<file path="src/rtl/pong_pkg.sv">
`default_nettype none
// ============================================================
// pong_pkg - shared game-state encoding, winner codes, timing
// Revision: 1.0
// ============================================================
package pong_pkg;

  typedef enum logic [1:0] {
    NEWGAME = 2'd0,
    NEWBALL = 2'd1,
    PLAY    = 2'd2,
    OVER    = 2'd3
  } game_state_t;

  localparam logic [1:0] WIN_NONE  = 2'd0;
  localparam logic [1:0] WIN_LEFT  = 2'd1;
  localparam logic [1:0] WIN_RIGHT = 2'd2;

  localparam int REFR_Y          = 481;
  localparam int REFR_X          = 0;
  localparam int DEF_SERVE_TICKS = 120;
  localparam int DEF_OVER_TICKS  = 180;

  localparam logic [7:0] BCD_MAX = 8'h99;

  // Two-digit BCD increment that holds at 99 instead of wrapping.
  function automatic logic [7:0] bcd_inc_sat(input logic [7:0] v);
    logic [7:0] r;
    if (v == BCD_MAX)
      r = v;
    else if (v[3:0] == 4'd9)
      r = {v[7:4] + 4'd1, 4'd0};
    else
      r = {v[7:4], v[3:0] + 4'd1};
    return r;
  endfunction

endpackage
`default_nettype wire

</file>
<file path="src/rtl/bcd_cnt2.sv">
`default_nettype none
// ============================================================
// bcd_cnt2 - two-digit saturating BCD counter with clear/inc
// Revision: 1.0
// ============================================================
module bcd_cnt2
  import pong_pkg::*;
(
  input  logic       clk,
  input  logic       reset,
  input  logic       clr,
  input  logic       inc,
  output logic [7:0] count
);

  logic [7:0] r_count;

  always_ff @(posedge clk or posedge reset) begin
    if (reset)
      r_count <= 8'h00;
    else if (clr)
      r_count <= 8'h00;
    else if (inc)
      r_count <= bcd_inc_sat(r_count);
  end

  assign count = r_count;

endmodule
`default_nettype wire

</file>
<file path="src/rtl/pong_game_ctrl.sv">
`default_nettype none
// ============================================================
// pong_game_ctrl - pong game-flow FSM, serve/over delays, scores
// Optional PONG_CTRL_SPEEDUP_EN: hit counter drives speed_lvl.
// Revision: 1.0
// ============================================================
module pong_game_ctrl
  import pong_pkg::*;
#(
  parameter int         SERVE_TICKS = DEF_SERVE_TICKS,
  parameter int         OVER_TICKS  = DEF_OVER_TICKS,
  parameter logic [7:0] WIN_BCD     = 8'h11
) (
  input  logic       clk,
  input  logic       reset,
  input  logic [9:0] pix_x,
  input  logic [9:0] pix_y,
  input  logic [1:0] btn1,
  input  logic [1:0] btn2,
  input  logic       hit,
  input  logic       miss_left,
  input  logic       miss_right,
  output logic       graph_still,
  output logic [1:0] game_state,
  output logic [7:0] score_l,
  output logic [7:0] score_r,
  output logic [1:0] winner,
  output logic       hit_snd,
  output logic       miss_snd,
  output logic [1:0] speed_lvl
);

  localparam logic [7:0] C_SERVE_LOAD = 8'(SERVE_TICKS);
  localparam logic [7:0] C_OVER_LOAD  = 8'(OVER_TICKS);

  game_state_t r_state;
  logic [7:0]  r_timer;
  logic        r_still;
  logic [1:0]  r_winner;
  logic        r_hit_snd;
  logic        r_miss_snd;

  logic       w_refr_tick;
  logic       w_timer_up;
  logic       w_press;
  logic       w_in_play;
  logic       w_pt_left;
  logic       w_pt_right;
  logic       w_hit_ok;
  logic       w_clr;
  logic [7:0] w_score_l;
  logic [7:0] w_score_r;
  logic       w_win_l;
  logic       w_win_r;

  assign w_refr_tick = (pix_y == 10'(REFR_Y)) && (pix_x == 10'(REFR_X));
  assign w_timer_up  = (r_timer == 8'd0);
  assign w_press     = (|btn1) | (|btn2);
  assign w_in_play   = (r_state == PLAY);

  // miss_left outranks miss_right, and any miss swallows a coincident hit.
  assign w_pt_right = w_in_play & miss_left;
  assign w_pt_left  = w_in_play & miss_right & ~miss_left;
  assign w_hit_ok   = w_in_play & hit & ~miss_left & ~miss_right;
  assign w_clr      = (r_state == NEWGAME) & w_press;

  assign w_win_l = w_pt_left  && (bcd_inc_sat(w_score_l) == WIN_BCD);
  assign w_win_r = w_pt_right && (bcd_inc_sat(w_score_r) == WIN_BCD);

  bcd_cnt2 u_score_l (
    .clk   (clk),
    .reset (reset),
    .clr   (w_clr),
    .inc   (w_pt_left),
    .count (w_score_l)
  );

  bcd_cnt2 u_score_r (
    .clk   (clk),
    .reset (reset),
    .clr   (w_clr),
    .inc   (w_pt_right),
    .count (w_score_r)
  );

  always_ff @(posedge clk or posedge reset) begin
    if (reset) begin
      r_state    <= NEWGAME;
      r_timer    <= 8'd0;
      r_still    <= 1'b1;
      r_winner   <= WIN_NONE;
      r_hit_snd  <= 1'b0;
      r_miss_snd <= 1'b0;
    end else begin
      r_hit_snd  <= w_hit_ok;
      r_miss_snd <= w_pt_left | w_pt_right;
      // A load below overrides this tick decrement.
      if (w_refr_tick && !w_timer_up)
        r_timer <= r_timer - 8'd1;
      case (r_state)
        NEWGAME: begin
          if (w_press) begin
            r_winner <= WIN_NONE;
            r_timer  <= C_SERVE_LOAD;
            r_state  <= NEWBALL;
          end
        end
        NEWBALL: begin
          if (w_timer_up) begin
            r_still <= 1'b0;
            r_state <= PLAY;
          end
        end
        PLAY: begin
          if (w_pt_left || w_pt_right) begin
            r_still <= 1'b1;
            if (w_win_r) begin
              r_winner <= WIN_RIGHT;
              r_timer  <= C_OVER_LOAD;
              r_state  <= OVER;
            end else if (w_win_l) begin
              r_winner <= WIN_LEFT;
              r_timer  <= C_OVER_LOAD;
              r_state  <= OVER;
            end else begin
              r_timer  <= C_SERVE_LOAD;
              r_state  <= NEWBALL;
            end
          end
        end
        OVER: begin
          if (w_timer_up)
            r_state <= NEWGAME;
        end
        default: r_state <= NEWGAME;
      endcase
    end
  end

`ifdef PONG_CTRL_SPEEDUP_EN
  logic       w_serve_entry;
  logic [3:0] r_hit_cnt;
  logic [3:0] w_hit_cnt_nxt;
  logic [1:0] r_speed_lvl;

  assign w_serve_entry = w_clr | ((w_pt_left | w_pt_right) & ~(w_win_l | w_win_r));

  always_comb begin
    w_hit_cnt_nxt = r_hit_cnt;
    if (w_serve_entry)
      w_hit_cnt_nxt = 4'd0;
    else if (w_hit_ok && (r_hit_cnt != 4'hF))
      w_hit_cnt_nxt = r_hit_cnt + 4'd1;
  end

  // Level tracks the next count so it moves on the same edge as the hit.
  always_ff @(posedge clk or posedge reset) begin
    if (reset) begin
      r_hit_cnt   <= 4'd0;
      r_speed_lvl <= 2'd0;
    end else begin
      r_hit_cnt   <= w_hit_cnt_nxt;
      r_speed_lvl <= w_hit_cnt_nxt[3:2];
    end
  end

  assign speed_lvl = r_speed_lvl;
`else
  assign speed_lvl = 2'd0;
`endif

  assign graph_still = r_still;
  assign game_state  = r_state;
  assign score_l     = w_score_l;
  assign score_r     = w_score_r;
  assign winner      = r_winner;
  assign hit_snd     = r_hit_snd;
  assign miss_snd    = r_miss_snd;

endmodule
`default_nettype wire

</file>
<file path="config.mk">
export PLATFORM = sky130hd
export DESIGN_NAME = pong_game_ctrl
export DESIGN_NICKNAME = d
export VERILOG_FILES = /design/src/rtl/pong_pkg.sv /design/src/rtl/bcd_cnt2.sv /design/src/rtl/pong_game_ctrl.sv
export SDC_FILE = /design/constraint.sdc
export NUM_CORES = 1
export LEC_CHECK = 0
export ABC_AREA = 1
export CAP_MARGIN = 0
export CORE_MARGIN = 5
export CORE_UTILIZATION = 45
export CTS_CLUSTER_DIAMETER = 120
export DETAILED_ROUTE_END_ITERATION = 7
export HOLD_SLACK_MARGIN = 0.03
export MAX_ROUTING_LAYER = met4
export PLACE_DENSITY = 0.75
export SLEW_MARGIN = 40
export SYNTH_ARGS = -nofsm -noshare
export SYNTH_HDL_FRONTEND = slang
export SYNTH_SLANG_ARGS = --single-unit
</file>
<file path="constraint.sdc">
create_clock -name clk -period 4.2 [get_ports clk]
set_input_delay 0.63 -clock clk [delete_from_list [all_inputs] [get_ports clk]]
set_output_delay 0.63 -clock clk [all_outputs]
set_load 0.01 [all_outputs]
</file>
### Word level (Yosys, flattened, before mapping)

Index checks and enable logic that the tools add are counted.

| storage, ports and cells | value |
|---|---|
| register bits | 31 |
| input bits | 29 |
| output and inout bits | 25 |
| word-level logic and storage cells | 86 |

| cells by class | value |
|---|---|
| add/sub/neg operators | 5 |
| equal/unequal tests | 15 |
| muxes and demuxes | 29 |
| bitwise gates (word level) | 11 |
| reduce and logical (&&, ||, !) cells | 18 |

Operator list:

| kind | number |
|---|---|
| $mux W8 | 13 |
| $mux W2 | 10 |
| $add A4 B1 Y4 const B | 4 |
| $eq A8 B5 Y1 const B | 2 |
| $eq A8 B8 Y1 const B | 2 |
| $pmux W8 S2 | 1 |
| $eq A10 B9 Y1 const B | 1 |
| $logic_not A10 Y1 | 1 |
| $eq A4 B4 Y1 const B | 2 |
| $logic_not A8 Y1 | 1 |
| $pmux W2 S4 | 1 |
| $reduce_and A4 Y1 | 2 |
| $reduce_bool A2 Y1 | 4 |
| $sub A8 B1 Y8 const B | 1 |
| $and A1 B1 Y1 | 7 |
| $ne A2 B2 Y1 const B | 3 |
| $eq A2 B2 Y1 const B | 2 |
| $logic_and A1 B1 Y1 | 4 |
| $pmux W2 S2 | 1 |
| $reduce_or A2 Y1 | 2 |
| $ne A3 B1 Y1 const B | 1 |
| $reduce_and A3 Y1 | 1 |
| $eq A2 B1 Y1 const B | 1 |
| $logic_not A2 Y1 | 1 |
| other kinds (7) | 10 |

### Longest topological paths before layout

Gate-level depths: netlist (run 1).

| logic depth | value |
|---|---|
| depth in word-level cells | 9 |
| mapped depth | 14 |
| gate-level depth less buffers | 14 |

### By module

Synthesis (run 1) repeated with hierarchy kept, for this count alone.

| unflattened totals | value |
|---|---|
| cell total of the unflattened synthesis | 309 |
| area, all modules | 2202.1 um2 |

By module, submodules not included:

| module | times used | cells each | area each (um2) | seq. area each (um2) |
|---|---|---|---|---|
| pong_game_ctrl | 1 | 171 | 1151.1 | 376.6 |
| bcd_cnt2 | 2 | 69 | 525.5 | 200.2 |

### Least setup slack after synthesis (run 1)

No wires, ideal clock.

| path | value |
|---|---|
| path kind | input-to-reg |
| start point | input miss_left |
| end point | register r_winner[1], in the netlist winner[1] |
| library setup time | 118 ps |
| arrival | 1544 ps |
| data required time | 4082 ps |
| path slack | 2538 ps |
| cell stages on the path | 10 |
| buffers on the path | 0 |
| cell sequence | inv_2 > nand4_1 > nor2_1 > nand3_1 > nor2_1 > nand3_2 > nand3_1 > nand2_1 > nand2_1 > nand2_1 |

| between the ends | value |
|---|---|
| longest elaborated chain between the ends | 5 |
| elaborated cells between the ends (all ways) | 12 |
| those cells by class | eq/ne: 2; mux: 3; bitwise: 3; reduce/logical: 4 |

RTL lines:

| item | RTL line | RTL |
|---|---|---|
| start: declaration | pong_game_ctrl.sv:21 | `input logic miss_left,` |
| $and A1 B1 Y1 / $not A1 Y1 (equally long branches) | pong_game_ctrl.sv:62, pong_game_ctrl.sv:63 |  |
| $logic_and A1 B1 Y1 / $and A1 B1 Y1 (equally long branches) | pong_game_ctrl.sv:68, pong_game_ctrl.sv:63 |  |
| $mux W2 (tied with other cells) | pong_game_ctrl.sv:117 | `if (w_win_r) begin` |
| $mux W2 (tied with other cells) | pong_game_ctrl.sv:115 | `if (w_pt_left \|\| w_pt_right) begin` |
| $pmux W2 S2 / $reduce_and A4 Y1 (equally long branches) | - |  |
| end signal: assignment | pong_game_ctrl.sv:103 | `r_winner <= WIN_NONE;` |
| end signal: assignment | pong_game_ctrl.sv:118 | `r_winner <= WIN_RIGHT;` |
| end signal: assignment | pong_game_ctrl.sv:122 | `r_winner <= WIN_LEFT;` |
| end: declaration | pong_game_ctrl.sv:39 | `logic [1:0] r_winner;` |

Parallel ways exist; a longest one is shown, timed or not. The select of a mux whose other input is x is not followed.
A chain may end at the register's enable or synchronous reset.

### Worst setup path in the final report (run 1)

Ends and elaborated chain as after synthesis.

==> results.md, run 1 <==
- Vias in the first global route: approximately 2000
- Leading cell type by number of instances after synthesis: nand2_1
- Synth cell count leaders: nand2_1, inv_1, nand3_1
- Die area: 0.00594 mm²
- Critical path type: in -> reg
- Post-route setup TNS: 0 ns
- Worst hold path type: reg -> reg
- Critical Path Fanout Max: 7
- Final HPWL from detailed placement: 3820 µm
- Clock sinks: 31
- Top cell type's share of synthesized area: 0.371
- Slew headroom: 0.600
- Final setup fails: 0
- Sequential area share after synthesis: 0.384
- Area added between synthesis and finish: 34.1%
- Worst path required time: ~4.4 ns
- Leak: 0.00131 µW
- Remaining DRCs: 0
- Critical Path Start Type: input port
- Chip height: 77.1 µm
- Via Count: 2032
- Core area: roughly 0.0044 mm²
- I/O Buffers: 51
- Ys Warns: 0
- Pins Over Slew Limit: 0
- Die width: 77.1 µm
- Final period utilization: 0.499
- Drt initial violations: 130
- Main synth FF type: dfrtp_1
- Row count: 24
- First-pass GRT wire length: 8660 µm
- Synth Cell Area: around 0.002 mm²
- Maximum root-to-sink buffer count: 2
- Synth cell types: 29
- N_diodes: 0
- Max Freq: 477 MHz
- CTS Buf Count: 5
- Worst slack, placed: 1.78 ns
- Total setup buffers inserted after CTS: 0
- CTS clock-pin slew for the worst setup and hold paths: 0.07 ns
- GPL Wtd Cong: 0.846
- Starting Density: 0.465
- GRT overflow: 0
- Setup ws final: 2.10 ns
- Setup crit end kind: flop
- Flops & latches, synth: 31
- Period minus WS final: 2.10 ns
- Max cap viols: 0
- Final hold viol count: 0
- Clock Skews: 0.00204 ns
- Fraction of registers with async set/reset: 1.00
- Largest net degree at the start of global routing: 30
- Post-synth EDFFs: 0
- Slew at the pin closest to its max-slew limit: around 0.6 ns
- Total Nets Final: 385
- Post-DRT Antenna Nets: 0
- Fillers: 408
- Dpl cells: 395
- WL per Instance: 12.2 µm
- Synth top area cells: dfrtp_1, nand2_1, inv_1, nand3_1, nor2_1
- H-tree depth: 2
- Post-synthesis cell count: roughly 300
- TritonRoute pass-1 iters: 4
- CTS root buf: clkbuf_8
- Routed WL: between 4000 and 5000 µm
- Layout Cells excl Fill: 403
- Worst path arrival time: 2.27 ns
- RSZ-0062 raised after global routing: no
- CTS tree: built
- Resized cells post-CTS: 0
- Skew-Pair Late Insertion Delay: 0.28 ns
- Synth Area per Inst: 6.93 µm²
- Peak supply drop: around 0.15 mV
- Status: complete, no violations
- Hold_buf cts: 0
- Layout cell share with drive strength beyond 1: 0.0855
- Pwr/cell area: 254 mW/mm²
- GR Util All Layers: 0.182
- Cell taking the most area after synthesis: dfrtp_1
- Initial antenna violation count: 0
- I/O Pins: 54
- Vias per cell: 5.04
layer usage:
layer	share of wire	global-route usage	vias up
met1	0.46	0.218	918
met5	0	-	-
met4	0.013	0.0601	0
li1	-	-	1045
met2	0.45	0.291	62
met3	0.071	0.0562	7
area by class of cell:
type / instances / area, µm² / area share
Multi-Input combinational cell: 212 / 1060 / 0.389
Sequential cell: 31 / 777 / 0.286
Timing Repair Buffer: 52 / 518 / 0.191
Inverter: 48 / 180 / 0.0664
Clock buffer: 6 / 82.6 / 0.0304
Tap cell: 52 / 65.1 / 0.0240
Clock inverter: 2 / 35.0 / 0.0129
layout by cell type (no fill, tap or decap), types with 3 or more instances in the layout:
| master | n |
|---|---|
| a21oi_1 | 5 |
| clkbuf_8 | 6 |
| clkdlybuf4s50_1 | 51 |
| dfrtp_1 | 30 |
| ha_1 | 6 |
| inv_1 | 43 |
| inv_2 | 5 |
| nand2_1 | 83 |
| nand2_2 | 4 |
| nand3_1 | 32 |
| nand4_1 | 4 |
| nor2_1 | 29 |
| nor2_4 | 3 |
| nor3_1 | 3 |
| o21ai_0 | 14 |
| o22ai_1 | 7 |
| xor2_1 | 3 |
power breakdown:
part	switching, µW	internal, µW	total (µW)	leakage (µW)
Combinational	31.9	40.8	72.7	0.000876
Clock	114	192	306	0.0000612
Sequential	6.84	304	311	0.000377
path summary, 6_finish.rpt:
kind,startpoint,to,slack [ns],depth (start not counted)
setup / recovery,miss_left,winner[1],2.10,11
hold reg to reg,r_timer[5],r_timer[5],0.49,2
max in group asynchronous,reset,u_score_r.count[5],2.98,3
hold / removal,r_timer[5],r_timer[5],0.49,2
setup reg to reg,u_score_r.count[4],winner[1],2.38,11
min in group asynchronous,reset,u_score_l.count[4],0.73,2
cell families after synthesis:
| group | count (synthesis) | synth area share |
|---|---|---|
| simple gates | 169 | 0.378 |
| xor+xnor | 3 | 0.0130 |
| fa+ha+maj | 6 | 0.0371 |
| flops | 31 | 0.384 |
| other cells | 1 | 0.00185 |
| buf+inv | 50 | 0.0964 |
| compound gates | 32 | 0.0896 |
registers in the layout, indices dropped and copies added, names as in the netlist:
signal	count
u_score_r.count	8
graph_still	1
miss_snd	1
hit_snd	1
r_timer	8
game_state	2
u_score_l.count	8
winner	2
worst max-delay path: stages:
cell and delay [ns]:
clkdlybuf4s50_1 0.45, inv_2 0.07, nand4_1 0.28, nor2_1 0.25, nand3_1 0.09, nor2_1 0.11, nand3_2 0.13, nand3_1 0.09
nand2_1 0.07, nand2_1 0.06, nand2_1 0.04
through the flow:
stage	power [µW]	instance area (µm²)	util	hold slack, ns
after floorplan	347	2030	-	0.451
after global placement	388	2600	0.596	0.475
after detailed placement	389	2600	0.596	0.479
after CTS	698	2710	0.623	0.494
after global routing	720	2710	0.623	0.533
final	689	2710	0.623	0.488
No activity file was read; power rests on OpenSTA's default activity.
==> run 2: changes to the inputs <==
--- a/config.mk
+++ b/config.mk
@@ -8,12 +8,12 @@
 export ABC_AREA = 1
 export CAP_MARGIN = 0
 export CORE_MARGIN = 5
-export CORE_UTILIZATION = 45
+export CORE_UTILIZATION = 44
 export CTS_CLUSTER_DIAMETER = 120
 export DETAILED_ROUTE_END_ITERATION = 7
 export HOLD_SLACK_MARGIN = 0.03
 export MAX_ROUTING_LAYER = met4
-export PLACE_DENSITY = 0.75
+export PLACE_DENSITY = 0.77
 export SLEW_MARGIN = 40
 export SYNTH_ARGS = -nofsm -noshare
 export SYNTH_HDL_FRONTEND = slang
==> constraint.sdc (replaced) <==
create_clock -name clk -period 1.8 [get_ports clk]
set_input_delay 0.27 -clock clk [delete_from_list [all_inputs] [get_ports clk]]
set_output_delay 0.27 -clock clk [all_outputs]
set_load 0.01 [all_outputs]
==> run 2 against run 1 <==
Clock power is 130% higher; total power is 140% higher; core utilization is 6.0 points higher.
==> results.md, run 2 (synthesized netlist as in run 1, its figures left out) <==
- Status: complete, no violations
- Non-Filler Cell Area, Final: 0.00301 mm² (+11%)
- I/O Pins: 54 (unchanged)
- Initial antenna violation count: 0 (unchanged)
- Critical path type: reg -> reg
- Pins Over Slew Limit: 0 (unchanged)
- Worst path arrival time: 1.88 ns (-0.39 ns)
- I/O Buffers: 51 (unchanged)
- Row count: 24 (unchanged)
- Clock Skews: 0.00484 ns (+0.00281 ns)
- Die area: 0.00606 mm² (+2.0%)
- Area added between synthesis and finish: 48.9%
- Period minus WS final: 1.70 ns
- Final hold viol count: 0 (unchanged)
- Skew-Pair Late Insertion Delay: 0.29 ns (about the same)
- CTS root buf: clkbuf_8
- Final setup fails: 0 (unchanged)
- Worst path required time: 1.98 ns (-2.40 ns)
- Critical Path Start Type: flop
- Final period utilization: 0.946
- Max Freq: just under 600 MHz
- Most frequent cells in the layout: nand2_1, clkdlybuf4s50_1, inv_1, nand3_1, nor2_1
- CTS clock-pin slew for the worst setup and hold paths: 0.07 ns (about the same)
- Final hold slack: 0.368 ns (-0.120 ns)
- Peak supply drop: 0.580 mV (+280%)
- GPL Wtd Cong: 0.858 (+1.4%)
- Largest net degree at the start of global routing: 32 (+6.7%)
- Max cap viols: 0 (unchanged)
- Setup crit end kind: flop
- Dpl cells: 408 (+3.3%)
- H-tree depth: 2 (unchanged)
- Commonest non-fill, non-tap cell in the layout: nand2_1
- Starting Density: 0.459 (-0.00633)
- First-pass GRT wire length: 8850 µm (+2.2%)
- Clock sinks: 31 (unchanged)
- Maximum root-to-sink buffer count: 2 (unchanged)
- Hold_buf cts: 0 (unchanged)
- Pwr/cell area: 543 mW/mm² (+110%)
- Leak: 0.00144 µW (+9.3%)
- GR Util All Layers: 0.182 (about the same)
- Remaining DRCs: 0 (unchanged)
- Vias in the first global route: 2022 (+3.2%)
- N_diodes: 0 (unchanged)
- Die width: 77.8 µm (+0.99%)
- Via Count: 2186 (+7.6%)
- Drt initial violations: 117 (-10%)
- Chip height: 77.8 µm (+0.99%)
- Cell area after placement: 0.00269 mm² (+3.8%)
- Critical Path Fanout Max: 4 (-3)
- Total Nets Final: 409 (+6.2%)
- CTS Buf Count: 5 (unchanged)
- TritonRoute pass-1 iters: 4 (unchanged)
- Layout cell share with drive strength beyond 1: 0.224 (+0.139)
- GRT overflow: 0 (unchanged)
- WL per Instance: 12.6 µm (+3.4%)
- Worst hold path type: in -> async
- Post-DRT Antenna Nets: 0 (unchanged)
- CTS tree: built
- Core area: 0.00441 mm² (+1.4%)
- Vias per cell: 5.12 (+1.5%)
- Final HPWL from detailed placement: 3850 µm (+0.79%)
- Layout Cells excl Fill: 427 (+6.0%)
- Routed WL: 5400 µm (+9.6%)
==> run 2: changes by cell type in the layout (fill, tap and decap cells not counted), sizes merged <==
cell	delta
buf	+24
==> run 2: repair_timing <==
item,CTS,global route
setup endpoints to repair,2,8
pin swaps,0,9
setup buffers,0,11
resized for setup,2,37
==> run 2: worst paths after layout <==
| path | slack (ns) | to | cells after the start | startpoint |
|---|---|---|---|---|
| worst min register to register | 0.48 | graph_still | 2 | graph_still |
| worst min-delay path | 0.37 | u_score_l.count[6] | 3 | reset |
| worst max-delay path | 0.1 | winner[1] | 13 | u_score_l.count[1] |
| max in group asynchronous | 1.11 | graph_still | 3 | reset |
| min in group clk | 0.48 | graph_still | 2 | graph_still |
| worst max register to register | 0.1 | winner[1] | 13 | u_score_l.count[1] |
==> run 2: critical path, cell delays in order (launching register included) <==
cell     delay [ns]
dfrtp_2        0.44
buf_4          0.14
nand2_1        0.06
nand2_1        0.05
nand2_1        0.07
inv_1          0.04
nor2_1         0.17
nand3_2        0.13
nor2_4         0.14
nand3_4        0.09
nand3_2        0.10
nand2_2        0.06
nand2_1        0.05
nand2_1        0.04
==> run 2: area by class of cell <==
cell class                      count  area [µm²]
Multi-Input combinational cell    212        1160
Fill cell                         345        1400
Inverter                           48         180
Sequential cell                    31         785
Clock buffer                        6        82.6
Timing Repair Buffer               76         706
Clock inverter                      2        35.0
Tap cell                           52        65.1
==> run 2: metrics by stage <==
| step | worst slack [ns] | TNS (ns) | total power [µW] | utilization |
|---|---|---|---|---|
| after floorplan | 0.190 | 0 | 809 | - |
| after global placement | -0.0663 | -0.220 | 909 | 0.610 |
| after detailed placement | -0.108 | -0.832 | 913 | 0.610 |
| after CTS | 0.0162 | 0 | 1630 | 0.639 |
| after global routing | -0.0396 | -0.106 | 1710 | 0.683 |
| final | 0.0968 | 0 | 1640 | 0.683 |
==> run 2: power breakdown <==
| group | switching, µW | internal (µW) | total (µW) |
|---|---|---|---|
| logic | 87.3 | 109 | 196 |
| clock network | 266 | 447 | 714 |
| registers | 15.6 | 710 | 726 |
==> run 2: per-layer routing <==
layer  part of all wire  global-route usage  vias to the layer above  wire [µm]
li1                   -                   -                     1100          -
met1               0.44               0.222                      992       2350
met2               0.47               0.289                       83       2550
met3              0.074              0.0590                       11        400
met4              0.017              0.0464                        0         94
met5                  0                   -                        -          0
